===== config.mk =====
export PLATFORM = sky130hd
export DESIGN_NAME = bnn_layer_sequencer
export DESIGN_NICKNAME = d
export VERILOG_FILES = /design/src/rtl/bnn_layer_sequencer.sv
export SDC_FILE = /design/constraint.sdc
export NUM_CORES = 1
export LEC_CHECK = 0
export BUFFER_PORTS_ARGS = -buffer_cell sky130_fd_sc_hd__buf_4
export CAP_MARGIN = 10
export CORE_MARGIN = 2
export CORE_UTILIZATION = 25
export CTS_CLUSTER_DIAMETER = 80
export DETAILED_ROUTE_END_ITERATION = 16
export PLACE_DENSITY_LB_ADDON = 0.08
export SYNTH_ARGS = -nofsm -noshare
export SYNTH_HDL_FRONTEND = slang
export SYNTH_SLANG_ARGS = --single-unit

===== constraint.sdc =====
create_clock -name clk_i -period 9.2 [get_ports clk_i]
set_input_delay 1.84 -clock clk_i [delete_from_list [all_inputs] [get_ports clk_i]]
set_output_delay 1.84 -clock clk_i [all_outputs]
set_load 0.05 [all_outputs]

===== src/rtl/bnn_layer_sequencer.sv =====
// Time-multiplexed evaluator for one binary fully-connected layer.
// A single XNOR-popcount-threshold unit walks neurons 0..N_OUT-1, one per
// cycle, using weight rows and thresholds from an external 1-cycle-latency
// memory. The assembled N_OUT-bit result is offered on a valid/ready port.
module bnn_layer_sequencer #(
    parameter int unsigned N_IN  = 75,
    parameter int unsigned N_OUT = 50,
    parameter int unsigned CW    = $clog2(N_IN + 1),
    parameter int unsigned AW    = (N_OUT > 1) ? $clog2(N_OUT) : 1
) (
    input  logic             clk_i,
    input  logic             rst_i,
    input  logic             in_valid_i,
    output logic             in_ready_o,
    input  logic [N_IN-1:0]  in_data_i,
    output logic             w_rd_en_o,
    output logic [AW-1:0]    w_addr_o,
    input  logic [N_IN-1:0]  w_data_i,
    input  logic [CW-1:0]    w_thr_i,
    output logic             out_valid_o,
    input  logic             out_ready_i,
    output logic [N_OUT-1:0] out_data_o,
    output logic             busy_o
);

    typedef enum logic [1:0] {StIdle, StRun, StDrain, StDone} state_e;

    localparam logic [AW-1:0] LastIdx = AW'(N_OUT - 1);

    state_e             state_q;
    logic [N_IN-1:0]    x_q;
    logic [AW-1:0]      w_addr_q;
    logic               w_rd_en_q;
    logic               ev_valid_q;
    logic [AW-1:0]      ev_idx_q;
    logic [N_OUT-1:0]   out_data_q;
    logic               out_valid_q;
    logic               in_ready_q;
    logic               busy_q;

    logic [N_IN-1:0]    match;
    logic [CW-1:0]      pc;
    logic               hit;

    function automatic logic [CW-1:0] popcount(input logic [N_IN-1:0] v);
        logic [CW-1:0] c;
        c = '0;
        for (int i = 0; i < N_IN; i++) begin
            c = c + CW'(v[i]);
        end
        return c;
    endfunction

    // Shared neuron unit: agreement count of activations vs. the returned row.
    always_comb begin
        match = ~(x_q ^ w_data_i);
        pc    = popcount(match);
        hit   = (pc >= w_thr_i);
    end

    // Sequencer FSM, evaluate stage and all registered outputs.
    always_ff @(posedge clk_i or posedge rst_i) begin
        if (rst_i) begin
            state_q     <= StIdle;
            x_q         <= '0;
            w_addr_q    <= '0;
            w_rd_en_q   <= 1'b0;
            ev_valid_q  <= 1'b0;
            ev_idx_q    <= '0;
            out_data_q  <= '0;
            out_valid_q <= 1'b0;
            in_ready_q  <= 1'b1;
            busy_q      <= 1'b0;
        end else begin
            // Memory answers one cycle after the strobe, so the evaluate
            // stage follows the read port by exactly one cycle.
            ev_valid_q <= w_rd_en_q;
            ev_idx_q   <= w_addr_q;
            if (ev_valid_q) begin
                out_data_q[ev_idx_q] <= hit;
            end

            case (state_q)
                StIdle: begin
                    if (in_valid_i) begin
                        x_q        <= in_data_i;
                        out_data_q <= '0;
                        w_rd_en_q  <= 1'b1;
                        w_addr_q   <= '0;
                        in_ready_q <= 1'b0;
                        busy_q     <= 1'b1;
                        state_q    <= StRun;
                    end
                end
                StRun: begin
                    if (w_addr_q == LastIdx) begin
                        w_rd_en_q <= 1'b0;
                        state_q   <= StDrain;
                    end else begin
                        w_addr_q <= w_addr_q + 1'b1;
                    end
                end
                StDrain: begin
                    // Last neuron is being evaluated this cycle.
                    out_valid_q <= 1'b1;
                    state_q     <= StDone;
                end
                StDone: begin
                    if (out_ready_i) begin
                        out_valid_q <= 1'b0;
                        in_ready_q  <= 1'b1;
                        busy_q      <= 1'b0;
                        state_q     <= StIdle;
                    end
                end
                default: state_q <= StIdle;
            endcase
        end
    end

    assign in_ready_o  = in_ready_q;
    assign w_rd_en_o   = w_rd_en_q;
    assign w_addr_o    = w_addr_q;
    assign out_valid_o = out_valid_q;
    assign out_data_o  = out_data_q;
    assign busy_o      = busy_q;

endmodule


Word-level counts from Yosys, hierarchy flattened
Cells that the tools add are included.

Output and inout bits: 60. Flip-flop bits (word level): 144.

Reductions and logical operators: 11. Order comparisons: 3. Mux-type cells: 22. Bitwise gates (word level): 2. Equal/unequal tests: 8. Add/sub/neg operators: 75.

Operators by type and width (number): 7-bit by 1-bit adder with 7-bit output (68); 50-bit 2-to-1 mux (3); 75-bit inverter (1); 75-bit XOR (1); 50-bit bitwise mux (1); 6-bit 2-to-1 mux (2); 6-bit case mux with 2 select lines (1); 3-bit AND reduction (4); 2-bit != test (second input constant) (4); 1-bit case mux with 2 select lines (4); 2-bit case mux with 4 select lines (1); 6-bit by 1-bit adder with 7-bit output (1); 7-bit >= comparator (1); 6-bit by 7-bit less-than comparator with 1-bit output (second input constant) (1); 5-bit by 1-bit adder with 6-bit output (1); 6-bit by 1-bit adder with 6-bit output (second input constant) (1); 1-bit demux with 6-bit select (1); 6-bit equality test (second input constant) (1); 6-bit by 1-bit >= comparator with 1-bit output (second input constant) (1); 1-bit 2-to-1 mux (6); 2-bit 2-to-1 mux (3); 2-bit nonzero test (3); 4-bit by 1-bit adder with 5-bit output (1); 3-bit by 1-bit adder with 4-bit output (1); other kinds (7) (9).

Depth between registers and ports, before layout
Word-level depth: 81. Depth in mapped cells: 27. Mapped depth without buffers: 26.

Least setup slack after synthesis
OpenSTA, ideal clock, no wires.

Path type: input port to flip-flop. From: in w_data_i[45]. To: reg out_data_q[48] (netlist: out_data_o[48]). Data required time: 9.062 ns. Setup time: 0.138 ns. Path slack: 0.269 ns. Buffers on the path: 1. Data arrival time: 8.794 ns. Stages: 24. Cell sequence: xor2_1 -> fa_1 -> inv_1 -> fa_1 -> inv_1 -> fa_1 -> inv_1 -> fa_1 -> inv_1 -> fa_1 -> fa_1 -> fa_1 -> inv_1 -> fa_1 -> fa_1 -> fa_1 -> a21o_1 -> a21oi_1 -> o21ai_0 -> ha_1 -> and4_1 -> a21oi_1 -> clkbuf_1 -> a21oi_1.

Longest elaborated chain between the ends: 37.

RTL lines: from (decl) (line 18) `input logic [N_IN-1:0] w_data_i,`; 75-bit XOR (*) (line 56) `match = ~(x_q ^ w_data_i);`; 75-bit inverter (*) (line 56); 7-bit by 1-bit adder with 7-bit output (*) (30 in series) (line 49) `c = c + CW'(v[i]);`; 7-bit >= comparator (*) (line 58) `hit = (pc >= w_thr_i);`; 50-bit bitwise mux (*) (line 80) `out_data_q[ev_idx_q] <= hit;`; 50-bit 2-to-1 mux (*) (line 79) `if (ev_valid_q) begin`; 50-bit 2-to-1 mux (line 85) `if (in_valid_i) begin`; 50-bit 2-to-1 mux (*) (line 83) `case (state_q)`; to (signal, indexed assignment) (line 80); to (decl) (line 36) `logic [N_OUT-1:0] out_data_q;`.

Every way passes the cells marked *; elsewhere a longest branch is shown, timed or not. A chain may end at the register's enable or synchronous reset.

Worst setup path after layout
From: in w_data_i[45]. To: reg out_data_q[20] (netlist: out_data_o[20]).

Same word-level chain as after synthesis.

==> results.md <==
* Worst r2r src: x_q[45]
* Post-synthesis sequential area ratio at approximately 42%
* Drt total wl at 24,500 um
* Vias at 6,415
* Main synth FF type: dfrtp_1
* Fmax at 113 MHz
* GRT Residual Overflow at 0
* Number of nets in the layout at about 1.4k
* Clock latency on the worst-skew pair at approximately 440 ps
* Worst EP arrival at 9150 ps
* EDFF count, synth at 0
* Worst setup startpoint: w_data_i[45]
* Post-synth ARST share at 100%
* GRT Total Usage at 14.5%
* Vias per std cell at around 4.1
* Share of cells above drive strength 1 at between 20% and 30%
* Die span in y at between 150 and 200 um
* Setup crit end: out_data_o[20]
* Placed cell area at roughly 11,000 um^2
* Detailed Place HPWL at 17,800 um
* Horiz. Die Dim at about 190 um
* I/O Buffers at 220
* Layout area overhead at 32.6%
* Post-CTS Hold Buffers at 0
* #FFs+latches synth at between 100 and 150
* TritonCTS Buffers at 17
* R2R depth at 25
* Worst-margin pin slew at 962 ps
* Core ar. at 33,500 um^2
* Worst hold path type: reg2reg
* Commonest non-fill, non-tap cell in the layout: nand2_1
* Clock tree buffer depth at 2
* Final setup vio count at 0
* Setup bufs post-CTS at 0
* First-pass GRT wire length at a little under 40,000 um
* RSZ-0062 raised after global routing: no
* Ys Warns at 0
* Synth Area per Inst at between 9 and 10 um^2
* # rows at between 60 and 70
* Crit path required time at between 9000 and 10,000 ps
* Ports at between 200 and 250
* Crit end category: register
* Max Cap Viol at 0
* Synth Instances at slightly below 900
* Placer Congestion at 0.726
* Fin. max-slew vios at 0
* Initial antenna violation count at 1
* CTS sink count at approximately 140
* CP Class: in2reg
* Largest net degree at the start of global routing at 79
* H-tree depth at 4
* Hold depth at 0
* Clk_skew at 12.4 ps
* Reg2Reg Capture Point: out_data_o[20]
* Mapped cell area at between 8000 and 9000 um^2
* ANT nets after route at 0
* Final Hold Fails at 0
* Final Instance Area at around 11,000 um^2
* Vias in the first global route at approximately 6.8k
* DRC violations left at 0
* Status: complete, no violations
* Post_cts resized at 0
* Most frequent cells in the layout: 232 x nand2_1, 225 x buf_4, 143 x dfrtp_1
* CTS root buffer: clkbuf_16
* Slew headroom at a little over a third
* Fin crit share at between 90% and 100%
* Net Count, Synth at ~1.1k
* Initial DRC Count at 343
* R2R Setup Slk at roughly 1500 ps
* WL/cell at ~16 um
* Startpoint Class: primary input
* Initial core utilization at 25.4%
* Drt first pass iters at 4
* CTS tree: built
* Yosys cell types at 42
* CP Max Fanout at 50
* Die area at approximately 35,000 um^2
* Min Tclk post-route at approximately 9000 ps
* Clock transition at path regs at ~60 ps
* Fill count at between 3k and 4k
-- synthesized netlist by cell type, types with 4 or more instances --
master | number | area share [%]
a21oi_1 | 60 | 3.5
a22o_1 | 5 | 0.52
buf_2 | 10 | 0.59
clkbuf_1 | 24 | 1.1
dfrtp_1 | 143 | 42
fa_1 | 64 | 15
ha_1 | 29 | 4.3
inv_1 | 76 | 3.4
nand2_1 | 233 | 10
nand3_1 | 4 | 0.24
nand4b_1 | 6 | 0.62
nor2_1 | 48 | 2.1
nor3_1 | 6 | 0.35
o21ai_0 | 22 | 1.3
o21ai_1 | 37 | 2.2
or3b_1 | 4 | 0.41
xnor2_1 | 38 | 3.9
xor2_1 | 42 | 4.3
-- final cells by class --
type	count	area (um^2)	share of cell area (%)
antenna	1	2.50	0.0222
inverter	77	294	2.61
tap	448	561	4.97
sequential	144	3600	32.0
timing repair buffer	226	1710	15.2
clock buffer	19	453	4.02
multi-input combinational	631	4470	39.7
clock inverter	12	180	1.60
-- stage by stage --
step / setup TNS, ps / std cells / hold WS (ps) / worst slack, ps / utilization [%]
floorplan: 0 / 889 / 465 / 269 / -
global placement: -4190 / 1526 / 463 / -91.1 / 31.7
detailed placement: -7290 / 1526 / 453 / -162 / 31.7
CTS: 0 / 1557 / 464 / 312 / 33.6
global route: 0 / 1557 / 492 / 1.70 / 33.6
finish: 0 / 1558 / 475 / 363 / 33.6
-- per-layer routing --
layer / GRT usage [%] / vias to the layer above / part of all wire (%)
met3: 3.63 / 14 / 4.7
li1: - / 3229 / -
met1: 19.1 / 3043 / 45
met5: 0 / - / 0
met4: 4.06 / 0 / 1.0
met2: 23.5 / 129 / 49
-- state kept, by name, indices dropped and copies added, names as in the netlist, 2 cells and up --
name,count
x_q,75
out_data_o,50
ev_idx_q,6
w_addr_o,6
state_q,2
-- how the worst min path moves through the flow --
stage / from / to / slack, ps
2_1_floorplan: x_q[20] / x_q[20] / 470
3_3_place_gp: w_rd_en_o / ev_valid_q / 460
3_5_place_dp: w_rd_en_o / ev_valid_q / 450
4_1_cts: w_rd_en_o / ev_valid_q / 460
5_1_grt: w_rd_en_o / ev_valid_q / 490
6_report: w_rd_en_o / ev_valid_q / 470
-- critical path: stages --
cell and delay [ps]:
buf_4 110, xor2_1 170, fa_1 530, inv_1 60, fa_1 540, inv_1 60, fa_1 520, inv_1 50
fa_1 490, inv_1 50, fa_1 480, fa_1 540, fa_1 550, inv_1 50, fa_1 500, fa_1 470
fa_1 400, a21o_1 190, a21oi_1 200, o21ai_0 140, ha_1 330, a21oi_1 160, nand3_1 140, a21oi_4 160
buf_12 250, a21oi_1 100
-- cell families after synthesis --
| family | Yosys count | share of synthesized area [%] |
|---|---|---|
| AO/OA/AOI/OAI | 130 | 8.10 |
| XOR/XNOR | 80 | 8.24 |
| adder cells (fa/ha/maj) | 93 | 19.3 |
| buffers and inverters | 114 | 5.24 |
| flip-flops | 144 | 42.4 |
| multiplexers | 4 | 0.530 |
| AND/OR/NAND/NOR | 324 | 16.1 |
Power is left out: the tool's default activity adds up to more than one toggle a clock period on the data nets, which glitch-free logic cannot reach.
